[src/rtl/onewire_bus_if.sv]
// Command/response and pad-level signals of the 1-wire bus master.
// master: the bus master block; slave: the host register decoder and pads.
// ONEWIRE_STRONG_PULLUP_EN adds cmdStrongPullup and strongPullup.
interface onewire_bus_if #(
    parameter int unsigned CHANNELS     = 2,
    parameter int unsigned CHANNEL_BITS = 1
);
    logic                    cmdValid;
    logic                    cmdReady;
    logic [1:0]              cmdOp;
    logic [CHANNEL_BITS-1:0] cmdChannel;
    logic [7:0]              cmdData;
    logic                    rspValid;
    logic [7:0]              rspData;
    logic                    rspPresence;
    logic                    rspError;
    logic [CHANNELS-1:0]     busIn;
    logic [CHANNELS-1:0]     busOut;
`ifdef ONEWIRE_STRONG_PULLUP_EN
    logic                    cmdStrongPullup;
    logic [CHANNELS-1:0]     strongPullup;

    modport master (
        input  cmdValid, cmdOp, cmdChannel, cmdData, cmdStrongPullup, busIn,
        output cmdReady, rspValid, rspData, rspPresence, rspError, busOut, strongPullup
    );
    modport slave (
        output cmdValid, cmdOp, cmdChannel, cmdData, cmdStrongPullup, busIn,
        input  cmdReady, rspValid, rspData, rspPresence, rspError, busOut, strongPullup
    );
`else
    modport master (
        input  cmdValid, cmdOp, cmdChannel, cmdData, busIn,
        output cmdReady, rspValid, rspData, rspPresence, rspError, busOut
    );
    modport slave (
        output cmdValid, cmdOp, cmdChannel, cmdData, busIn,
        input  cmdReady, rspValid, rspData, rspPresence, rspError, busOut
    );
`endif
endinterface

[src/rtl/onewire_bus_master.sv]
// Multi-channel 1-wire bus master: hardware reset/presence and read/write time slots.
// Ports:
//   clock, nReset : system clock, asynchronous active-low reset
//   bus (master)  : cmdValid/cmdReady/cmdOp/cmdChannel/cmdData command handshake,
//                   rspValid/rspData/rspPresence/rspError response,
//                   busIn (raw line levels), busOut (1 = pull line low)
// Option macro ONEWIRE_STRONG_PULLUP_EN: adds cmdStrongPullup/strongPullup, which
// enables a strong pullup on the channel after a BYTE until the next accept.
module onewire_bus_master #(
    parameter int unsigned CHANNELS     = 2,
    parameter int unsigned CHANNEL_BITS = 1,
    parameter int unsigned TICK_DIV     = 29
) (
    input  logic          clock,
    input  logic          nReset,
    onewire_bus_if.master bus
);
    localparam int unsigned PRE_W = (TICK_DIV > 1) ? $clog2(TICK_DIV) : 1;
    localparam int unsigned TMR_W = 10;

    localparam logic [TMR_W-1:0] T_RST_REL  = TMR_W'(480);
    localparam logic [TMR_W-1:0] T_RST_SAMP = TMR_W'(550);
    localparam logic [TMR_W-1:0] T_RST_END  = TMR_W'(960);
    localparam logic [TMR_W-1:0] T_REL_ONE  = TMR_W'(6);
    localparam logic [TMR_W-1:0] T_REL_ZERO = TMR_W'(60);
    localparam logic [TMR_W-1:0] T_SAMP     = TMR_W'(15);
    localparam logic [TMR_W-1:0] T_SLOT_END = TMR_W'(70);

    localparam logic [1:0] OP_RESET = 2'b00;
    localparam logic [1:0] OP_BYTE  = 2'b10;
    localparam logic [1:0] OP_RSVD  = 2'b11;

    typedef enum logic [2:0] {
        S_IDLE, S_RST_LOW, S_RST_WAIT, S_RST_RECOVER,
        S_SLOT_LOW, S_SLOT_WAIT, S_SLOT_RECOVER, S_DONE
    } state_e;

    state_e                  state_q, state_d;
    logic [PRE_W-1:0]        pre_q, pre_d;
    logic [TMR_W-1:0]        timer_q, timer_d;
    logic [CHANNEL_BITS-1:0] ch_q, ch_d;
    logic [7:0]              data_q, data_d;
    logic [7:0]              samp_q, samp_d;
    logic [2:0]              bit_idx_q, bit_idx_d;
    logic                    is_byte_q, is_byte_d;
    logic                    presence_q, presence_d;
    logic                    err_q, err_d;
    logic                    drive_q, drive_d;
    logic                    ready_q, ready_d;
    logic                    rsp_valid_q, rsp_valid_d;
    logic [7:0]              rsp_data_q, rsp_data_d;
    logic                    rsp_presence_q, rsp_presence_d;
    logic                    rsp_error_q, rsp_error_d;
    logic [CHANNELS-1:0]     bus_out_q, bus_out_d;
    logic [CHANNELS-1:0]     sync1_q, sync2_q;
`ifdef ONEWIRE_STRONG_PULLUP_EN
    logic                    spu_req_q, spu_req_d;
    logic [CHANNELS-1:0]     spu_q, spu_d;
`endif

    logic             tick;
    logic [TMR_W-1:0] t_next;
    logic             accept;
    logic             cmd_err;
    logic             line;
    logic             cur_bit;
    logic             last_bit;

    assign tick     = (pre_q == PRE_W'(TICK_DIV - 1));
    assign t_next   = timer_q + TMR_W'(1);
    assign accept   = bus.cmdValid & ready_q;
    assign cmd_err  = (bus.cmdOp == OP_RSVD) || (32'(bus.cmdChannel) >= CHANNELS);
    assign line     = sync2_q[ch_q];
    assign cur_bit  = data_q[bit_idx_q];
    assign last_bit = (bit_idx_q == (is_byte_q ? 3'd7 : 3'd0));

    // Next-state and datapath: all times are tick counts from reset/slot start.
    always_comb begin
        state_d        = state_q;
        pre_d          = tick ? '0 : pre_q + PRE_W'(1);
        timer_d        = tick ? t_next : timer_q;
        ch_d           = ch_q;
        data_d         = data_q;
        samp_d         = samp_q;
        bit_idx_d      = bit_idx_q;
        is_byte_d      = is_byte_q;
        presence_d     = presence_q;
        err_d          = err_q;
        drive_d        = drive_q;
        ready_d        = ready_q;
        rsp_valid_d    = 1'b0;
        rsp_data_d     = rsp_data_q;
        rsp_presence_d = rsp_presence_q;
        rsp_error_d    = rsp_error_q;
`ifdef ONEWIRE_STRONG_PULLUP_EN
        spu_req_d      = spu_req_q;
        spu_d          = spu_q;
`endif
        case (state_q)
            S_IDLE: begin
                ready_d = 1'b1;
                if (accept) begin
                    ready_d    = 1'b0;
                    pre_d      = '0;
                    timer_d    = '0;
                    ch_d       = bus.cmdChannel;
                    data_d     = bus.cmdData;
                    samp_d     = '0;
                    bit_idx_d  = '0;
                    is_byte_d  = (bus.cmdOp == OP_BYTE);
                    presence_d = 1'b0;
                    err_d      = cmd_err;
`ifdef ONEWIRE_STRONG_PULLUP_EN
                    spu_req_d  = bus.cmdStrongPullup;
                    spu_d      = '0;
`endif
                    if (cmd_err) begin
                        state_d = S_DONE;
                    end else begin
                        drive_d = 1'b1;
                        state_d = (bus.cmdOp == OP_RESET) ? S_RST_LOW : S_SLOT_LOW;
                    end
                end
            end
            S_RST_LOW: begin
                if (tick && t_next == T_RST_REL) begin
                    drive_d = 1'b0;
                    state_d = S_RST_WAIT;
                end
            end
            S_RST_WAIT: begin
                if (tick && t_next == T_RST_SAMP) begin
                    presence_d = ~line;
                    state_d    = S_RST_RECOVER;
                end
            end
            S_RST_RECOVER: begin
                if (tick && t_next == T_RST_END) state_d = S_DONE;
            end
            S_SLOT_LOW: begin
                // A written 0 keeps the line low past the sample point.
                if (tick && t_next == T_SAMP) samp_d[bit_idx_q] = line;
                if (tick && t_next == (cur_bit ? T_REL_ONE : T_REL_ZERO)) begin
                    drive_d = 1'b0;
                    state_d = cur_bit ? S_SLOT_WAIT : S_SLOT_RECOVER;
                end
            end
            S_SLOT_WAIT: begin
                if (tick && t_next == T_SAMP) begin
                    samp_d[bit_idx_q] = line;
                    state_d           = S_SLOT_RECOVER;
                end
            end
            S_SLOT_RECOVER: begin
                if (tick && t_next == T_SLOT_END) begin
                    if (last_bit) begin
                        state_d = S_DONE;
                    end else begin
                        bit_idx_d = bit_idx_q + 3'd1;
                        timer_d   = '0;
                        drive_d   = 1'b1;
                        state_d   = S_SLOT_LOW;
                    end
                end
            end
            S_DONE: begin
                rsp_valid_d    = 1'b1;
                rsp_data_d     = samp_q;
                rsp_presence_d = presence_q;
                rsp_error_d    = err_q;
`ifdef ONEWIRE_STRONG_PULLUP_EN
                if (is_byte_q && spu_req_q && !err_q) spu_d = CHANNELS'(1) << ch_q;
`endif
                state_d = S_IDLE;
            end
            default: state_d = S_IDLE;
        endcase
        bus_out_d = drive_d ? (CHANNELS'(1) << ch_d) : '0;
    end

    // State and output registers.
    always_ff @(posedge clock or negedge nReset) begin
        if (!nReset) begin
            state_q        <= S_IDLE;
            pre_q          <= '0;
            timer_q        <= '0;
            ch_q           <= '0;
            data_q         <= '0;
            samp_q         <= '0;
            bit_idx_q      <= '0;
            is_byte_q      <= 1'b0;
            presence_q     <= 1'b0;
            err_q          <= 1'b0;
            drive_q        <= 1'b0;
            ready_q        <= 1'b1;
            rsp_valid_q    <= 1'b0;
            rsp_data_q     <= '0;
            rsp_presence_q <= 1'b0;
            rsp_error_q    <= 1'b0;
            bus_out_q      <= '0;
            sync1_q        <= '0;
            sync2_q        <= '0;
`ifdef ONEWIRE_STRONG_PULLUP_EN
            spu_req_q      <= 1'b0;
            spu_q          <= '0;
`endif
        end else begin
            state_q        <= state_d;
            pre_q          <= pre_d;
            timer_q        <= timer_d;
            ch_q           <= ch_d;
            data_q         <= data_d;
            samp_q         <= samp_d;
            bit_idx_q      <= bit_idx_d;
            is_byte_q      <= is_byte_d;
            presence_q     <= presence_d;
            err_q          <= err_d;
            drive_q        <= drive_d;
            ready_q        <= ready_d;
            rsp_valid_q    <= rsp_valid_d;
            rsp_data_q     <= rsp_data_d;
            rsp_presence_q <= rsp_presence_d;
            rsp_error_q    <= rsp_error_d;
            bus_out_q      <= bus_out_d;
            sync1_q        <= bus.busIn;
            sync2_q        <= sync1_q;
`ifdef ONEWIRE_STRONG_PULLUP_EN
            spu_req_q      <= spu_req_d;
            spu_q          <= spu_d;
`endif
        end
    end

    assign bus.cmdReady    = ready_q;
    assign bus.rspValid    = rsp_valid_q;
    assign bus.rspData     = rsp_data_q;
    assign bus.rspPresence = rsp_presence_q;
    assign bus.rspError    = rsp_error_q;
    assign bus.busOut      = bus_out_q;
`ifdef ONEWIRE_STRONG_PULLUP_EN
    assign bus.strongPullup = spu_q;
`endif

endmodule

[src/flat_wrapper.sv]
// flat-port wrapper written by rule: the top's interface ports become plain ports
module onewire_bus_master_flat 
#(
    parameter int unsigned CHANNELS     = 2,
    parameter int unsigned CHANNEL_BITS = 1,
    parameter int unsigned TICK_DIV     = 29
)
  (clock, nReset, bus_cmdValid, bus_cmdOp, bus_cmdChannel, bus_cmdData, bus_busIn, bus_cmdReady, bus_rspValid, bus_rspData, bus_rspPresence, bus_rspError, bus_busOut);
  onewire_bus_if #(.CHANNELS(CHANNELS), .CHANNEL_BITS(CHANNEL_BITS)) bus_i ();
  input  logic clock;
  input  logic nReset;
  input wire logic [$bits(bus_i.cmdValid)-1:0] bus_cmdValid;
  input wire logic [$bits(bus_i.cmdOp)-1:0] bus_cmdOp;
  input wire logic [$bits(bus_i.cmdChannel)-1:0] bus_cmdChannel;
  input wire logic [$bits(bus_i.cmdData)-1:0] bus_cmdData;
  input wire logic [$bits(bus_i.busIn)-1:0] bus_busIn;
  output wire logic [$bits(bus_i.cmdReady)-1:0] bus_cmdReady;
  output wire logic [$bits(bus_i.rspValid)-1:0] bus_rspValid;
  output wire logic [$bits(bus_i.rspData)-1:0] bus_rspData;
  output wire logic [$bits(bus_i.rspPresence)-1:0] bus_rspPresence;
  output wire logic [$bits(bus_i.rspError)-1:0] bus_rspError;
  output wire logic [$bits(bus_i.busOut)-1:0] bus_busOut;
  assign bus_i.cmdValid = bus_cmdValid;
  assign bus_i.cmdOp = bus_cmdOp;
  assign bus_i.cmdChannel = bus_cmdChannel;
  assign bus_i.cmdData = bus_cmdData;
  assign bus_i.busIn = bus_busIn;
  assign bus_cmdReady = bus_i.cmdReady;
  assign bus_rspValid = bus_i.rspValid;
  assign bus_rspData = bus_i.rspData;
  assign bus_rspPresence = bus_i.rspPresence;
  assign bus_rspError = bus_i.rspError;
  assign bus_busOut = bus_i.busOut;
  onewire_bus_master #(.CHANNELS(CHANNELS), .CHANNEL_BITS(CHANNEL_BITS), .TICK_DIV(TICK_DIV)) u_core (.clock(clock), .nReset(nReset), .bus(bus_i));
endmodule
[config.mk]
export PLATFORM = sky130hd
export DESIGN_NAME = onewire_bus_master_flat
export DESIGN_NICKNAME = d
export VERILOG_FILES = /design/src/rtl/onewire_bus_if.sv /design/src/rtl/onewire_bus_master.sv /design/src/flat_wrapper.sv
export SDC_FILE = /design/constraint.sdc
export NUM_CORES = 1
export LEC_CHECK = 0
export BUFFER_PORTS_ARGS = -buffer_cell sky130_fd_sc_hd__buf_2
export CAP_MARGIN = 5
export CORE_MARGIN = 2
export CORE_UTILIZATION = 45
export DETAILED_ROUTE_END_ITERATION = 10
export HOLD_SLACK_MARGIN = 0.02
export PLACE_DENSITY = 0.69
export SETUP_SLACK_MARGIN = 0.5
export SLEW_MARGIN = 20
export SYNTH_ARGS = -nofsm -noshare
export SYNTH_HDL_FRONTEND = slang
export SYNTH_SLANG_ARGS = --single-unit
[constraint.sdc]
create_clock -name clock -period 3.1 [get_ports clock]
set_input_delay 0.465 -clock clock [delete_from_list [all_inputs] [get_ports clock]]
set_output_delay 0.465 -clock clock [all_outputs]
set_load 0.02 [all_outputs]
==> After elaboration in Yosys (flattened, before gate mapping) <==
Index checks and enable logic that the tools add are counted.
{ "op_classes": {"eq_ne": 26, "shift": 1, "magnitude_cmp": 3, "n_reduce_logical": 18, "n_mux": 51, "n_bitwise": 2, "add_sub_neg": 3} }
{ "ops": {"columns": ["operator", "count"], "rows": [
  ["10-bit two-way mux", 4],
  ["3-bit two-way mux", 13],
  ["3-bit one-hot mux with 8 select lines", 1],
  ["10-bit == test, second input constant", 2],
  ["10-bit one-hot mux with 2 select lines", 1],
  ["1-bit two-way mux", 16],
  ["8-bit two-way mux", 2],
  ["2-bit by 1-bit != test with 1-bit output, second input constant", 8],
  ["8-bit one-hot mux with 2 select lines", 1],
  ["5-bit two-way mux", 3],
  ["3-bit == test, second input constant", 4],
  ["10-bit by 1-bit adder with 10-bit output, second input constant", 1],
  ["10-bit == test", 1],
  ["10-bit by 4-bit == test with 1-bit output, second input constant", 1],
  ["10-bit by 7-bit == test with 1-bit output, second input constant", 1],
  ["10-bit by 9-bit == test with 1-bit output, second input constant", 1],
  ["8-bit bitwise mux", 1],
  ["1-bit logical AND", 7],
  ["7-bit AND reduction", 1],
  ["3-bit by 2-bit == test with 1-bit output, second input constant", 2],
  ["2-bit two-way mux", 3],
  ["6-bit two-way mux", 1],
  ["3-bit one-hot mux with 2 select lines", 1],
  ["3-bit AND reduction", 2],
  ["23 further kinds", 26]
]} }
{ "totals": {"out_inout_bits": 14, "register_bits": 60} }

==> Longest topological paths before layout <==
{ "depth": {"ltp_word": 8, "ltp_mapped": 10, "ltp_nobuf": 9} }

==> Least setup slack after synthesis <==
OpenSTA, ideal clock, no wires.
{ "synth_timing": {"path_kind": "reg-to-reg", "start": "reg u_core.timer_q[0]", "end": "reg u_core.bit_idx_q[1]", "synth_period_minus_slack_ps": 2291, "arrival_time_ps": 2170, "setup_slack_ps": 809, "setup_time_ps": 122, "path_stages_with_launch": 11, "required_ps": 2978, "cell_sequence": "dfrtp_1 ha_1 buf_2 nand2b_1 nor3_1 o211ai_1 nor4b_4 nand2_1 a21oi_2 buf_4 o21ai_1"} }
{ "synth_between": {"elab_chain_len": 5} }
{ "synth_rtl": {"columns": ["item", "line_no", "rtl"], "rows": [
  ["start: declaration", "onewire_bus_master.sv:40", "logic [TMR_W-1:0] timer_q, timer_d;"],
  ["start signal: assignment", "onewire_bus_master.sv:210", "timer_q <= timer_d;"],
  ["10-bit by 1-bit adder with 10-bit output", "onewire_bus_master.sv:70", "assign t_next = timer_q + TMR_W'(1);"],
  ["10-bit by 7-bit == test with 1-bit output", "onewire_bus_master.sv:155", "if (tick && t_next == T_SLOT_END) begin"],
  ["1-bit logical AND", "onewire_bus_master.sv:155", null],
  ["2-bit by 1-bit != test with 1-bit output (no source line)", null, null],
  ["4-bit AND reduction (no source line)", null, null],
  ["end signal: assignment", "onewire_bus_master.sv:214", "bit_idx_q <= bit_idx_d;"],
  ["end: declaration", "onewire_bus_master.sv:44", "logic [2:0] bit_idx_q, bit_idx_d;"]
]} }
No other way between the ends.
A chain may end at the register's enable or synchronous reset.

==> Final worst setup path <==
{ "layout_timing": {"start": "reg u_core.timer_q[0]", "end": "reg u_core.timer_q[1]"} }
{ "layout_between": {"elab_chain_len": 5} }
{ "layout_rtl": {"columns": ["item", "line_no", "rtl"], "rows": [
  ["10-bit by 1-bit adder with 10-bit output *", "onewire_bus_master.sv:70", null],
  ["10-bit by 7-bit == test with 1-bit output / 10-bit two-way mux (equally long branches)", "onewire_bus_master.sv:155, onewire_bus_master.sv:81", null],
  ["1-bit logical AND / 10-bit two-way mux (equally long branches)", "onewire_bus_master.sv:155, onewire_bus_master.sv:156", null],
  ["10-bit two-way mux", "onewire_bus_master.sv:155", null],
  ["10-bit one-hot mux with 2 select lines *", "onewire_bus_master.sv:99", "case (state_q)"],
  ["net u_core.timer_d[1]", "onewire_bus_master.sv:40", null]
]} }
The timed path passes the listed nets; every way through them passes the cells marked *.

==> flow_summary.json <==
{
  "cts_buffers": 9,
  "comb_power_share_pct": 1.9,
  "antenna-diode-count": 0,
  "cp_top_family": "simple AND/OR/NAND/NOR gates",
  "p_clk_share_pct": 49.2,
  "worstHoldPathType": "input pin to async pin",
  "max_stage_delay_ns": 0.41,
  "yosys_most_used_dff": "dfrtp_1",
  "die_h_um": 92.68,
  "crit_top_cell": "nand2_1",
  "clock-sinks": 60,
  "dp_hpwl_mm": 5.092,
  "initial_core_util_pct": 46.03,
  "final_cell_mix": "dfrtp_1 (55), nor2_1 (32), buf_2 (29)",
  "syn_inst": 351,
  "finalHoldViolCount": 0,
  "syn_to_final_growth_pct": 14.00,
  "postRouteAntennaNets": 0,
  "fin_worst_skew_ns": 0.007245,
  "slowest_stage": "dfrtp_1",
  "yosysWarnings": 0,
  "peakVddDrop_v": 0.0003104,
  "drt-vias-per-instance": 5.609,
  "startpoint_type": "flip-flop",
  "p_leak_nw": 1.790,
  "cap_violations": 0,
  "tns_ns": 0,
  "ys_types": 70,
  "setup_viol": 0,
  "drive_above_1_share_pct": 28.39,
  "ff_latch_area_um2": 1508,
  "root_buffer": "clkbuf_8",
  "io_pins": 30,
  "r2r_cells": 9,
  "p_int_mw": 1.268,
  "relSlewSlack_pct": 45.19,
  "swShare_pct": 21.06,
  "synth.yosys.seq_area_share_pct": 42.47,
  "grt_max_degree": 32,
  "cts_buffer_depth": 2,
  "arrival_ns": 2.71,
  "synth_area_um2": 3538,
  "p_switching_mw": 0.3384,
  "fmax_ghz": 0.4033,
  "die_x_um": 92.68,
  "drt_iter0_markers": 249,
  "final_max_slew_viol_count": 0,
  "cts_tree": "done",
  "cts-htree-levels": 3,
  "powerDensity_nw_per_um2": 398.3,
  "crit_path_end_kind": "flip-flop",
  "required_ns": 3.33,
  "vias": 2726,
  "layout_worst_path_cycle_share_pct": 79.99,
  "path_max_fanout": 10,
  "ys_top_cells_by_area": "dfrtp_1 (42%), mux2_2 (7.3%), ha_1 (3.5%)",
  "worstSkewPairLatency_ns": 0.35,
  "postSynthAreaPerCell_um2": 10.08,
  "grt_pass1_wl_mm": 12.88,
  "synth_edf_count": 0,
  "synth_fp_nets": 377,
  "drc_errors": 0,
  "outcome": "finished, final reports clean",
  "routedWlPerCell_um": 15.35,
  "antenna_found_initial": 0,
  "rsz0062_at_grt": "true",
  "tightest_slew_ns": 0.8202,
  "final_common_cell": "dfrtp_1",
  "fillers": 701,
  "die_area_um2": 8589,
  "firstDrtPassIters": 4,
  "fp-row-count": 32,
  "pwr-share-seq_pct": 48.9,
  "cp.depth": 9,
  "layout_min_cycle_time_ns": 2.480,
  "track_usage_pct": 18.92,
  "clk_pin_slew_worst_paths_ns": 0.07,
  "drt_wl_total_mm": 7.462,
  "ys_async_sr_fraction_pct": 100.0,
  "core-area_um2": 7687,
  "portBuffers": 29,
  "path_cells": "ha_4, nand2_1, xor2_1, a41oi_4, nor4b_4, nand2_1, a21oi_2, buf_4, a211oi_1",
  "placed_area_um2": 3741,
  "critical_path_class": "flip-flop to flip-flop",
  "multi_input_comb_area_um2": 1871,
  "synth.ff_latch_count": 60,
  "finalNetCount": 405,
  "gp_congestion": 0.8737,
  "first_global_vias": 2624,
  "timing.critical_path.buf_inv": 1,
  "yosysTopAreaCellShare_pct": 41.73,
  "synth.largest_area_cell": "dfrtp_1",
  "postLayoutCellArea_um2": 4034,
  "overflow": 0
}
## area by class of cell
type,instances,share of cell area [%]
clock inverters,4,1.799
clock buffers,12,3.598
inverters,16,1.489
repair buffers,42,6.203
well taps,102,3.164
flip-flops and latches,60,37.38
multi-input cells,250,46.37
## synthesized netlist by cell type (2+ instances only)
cell type  count
nand4_1        7
a32o_1         2
inv_1         15
a31oi_1        4
nor3b_1        2
dfrtp_1       59
a21o_1         3
xor2_1         7
clkbuf_1      11
buf_6          2
a22o_1         9
a211oi_4       2
xnor2_1       10
ha_1          10
nor2b_1        2
o22ai_1        3
nand2_1       25
nor3_1         7
o21ai_0       14
a21oi_1       10
nor2_1        32
or3_1          4
mux2i_1        5
nand4b_1       2
buf_2          8
nand3_1       10
nor4b_4        2
buf_4          2
o2111ai_1      3
o31ai_1        3
and2_1         5
nand2b_1       7
and3_1         2
mux2_2        23
and4_1         2
o211ai_1       3
## power by group through the flow
stage	combinational [mW]	sequential [mW]	clock (mW)
6_report	0.0298	0.786	0.791
5_1_grt	0.0356	0.786	0.836
4_1_cts	0.0315	0.786	0.796
3_5_place_dp	0.0314	0.801	0
3_3_place_gp	0.0305	0.801	0
2_1_floorplan	0.00366	0.801	0
## metrics by stage
stage	std cells	total power, mW	utilization, %	hold WS [ns]	setup WS [ns]
after floorplan	351	0.8045	-	0.1694	0.8089
after global placement	465	0.8311	48.67	0.3335	0.5320
after detailed placement	465	0.8324	48.67	0.3489	0.3917
after CTS	481	1.614	51.55	0.1675	0.5252
after global routing	486	1.657	52.47	0.2166	0.4897
final	486	1.607	52.47	0.1454	0.6204
## sequential cells by signal, indices dropped and copies added (netlist names), 2 cells and up
signal and count:
u_core.data_q 8, u_core.samp_q 8, u_core.state_q 3, u_core.pre_q 5, u_core.sync2_q 2, u_core.bit_idx_q 3
u_core.bus.rspData 8, u_core.timer_q 10, u_core.bus.busOut 2, u_core.sync1_q 2
## timing repair
| item | 4_1_cts | 5_1_grt |
|---|---|---|
| setup buffers | 0 | 5 |
| hold buffers | 0 | 0 |
| gates resized for setup | 3 | 9 |
| endpoints found under the setup margin | 21 | 25 |
| pin swaps | 0 | 5 |
## kinds of logic (layout without fill, tap and decap cells)
logic type                 after synthesis  after routing  share of synthesized area [%]
adders and majority gates               10             10                          3.536
muxes                                   28             28                          8.734
AOI/OAI and AO/OA                       74             74                          16.30
buffers and inverters                   41             74                          5.374
DFF                                     60             60                          42.47
and+or+nand+nor                        121            121                          19.38
xor gates and xnor gates                17             17                          4.208
## per-layer routing
layer / track usage [%] / vias to the layer above / routed length (um)
met2: 26.89 / 77 / 3369
met5: 0 / - / 0
met1: 27.91 / 1328 / 3602
met4: 8.456 / 0 / 114
met3: 3.743 / 10 / 375
li1: - / 1311 / -
## worst paths after layout
path | from | endpoint | slack (ns)
hold / removal | nReset | u_core.data_q[0] | 0.15
max in group asynchronous | nReset | u_core.bus.rspData[5] | 2.09
hold reg to reg | u_core.sync1_q[0] | u_core.sync2_q[0] | 0.36
setup reg to reg | u_core.timer_q[0] | u_core.timer_q[1] | 0.62
min in group clock | bus_busIn[1] | u_core.sync1_q[1] | 0.22
setup / recovery | u_core.timer_q[0] | u_core.timer_q[1] | 0.62
Power figures use the tool's default switching activity.
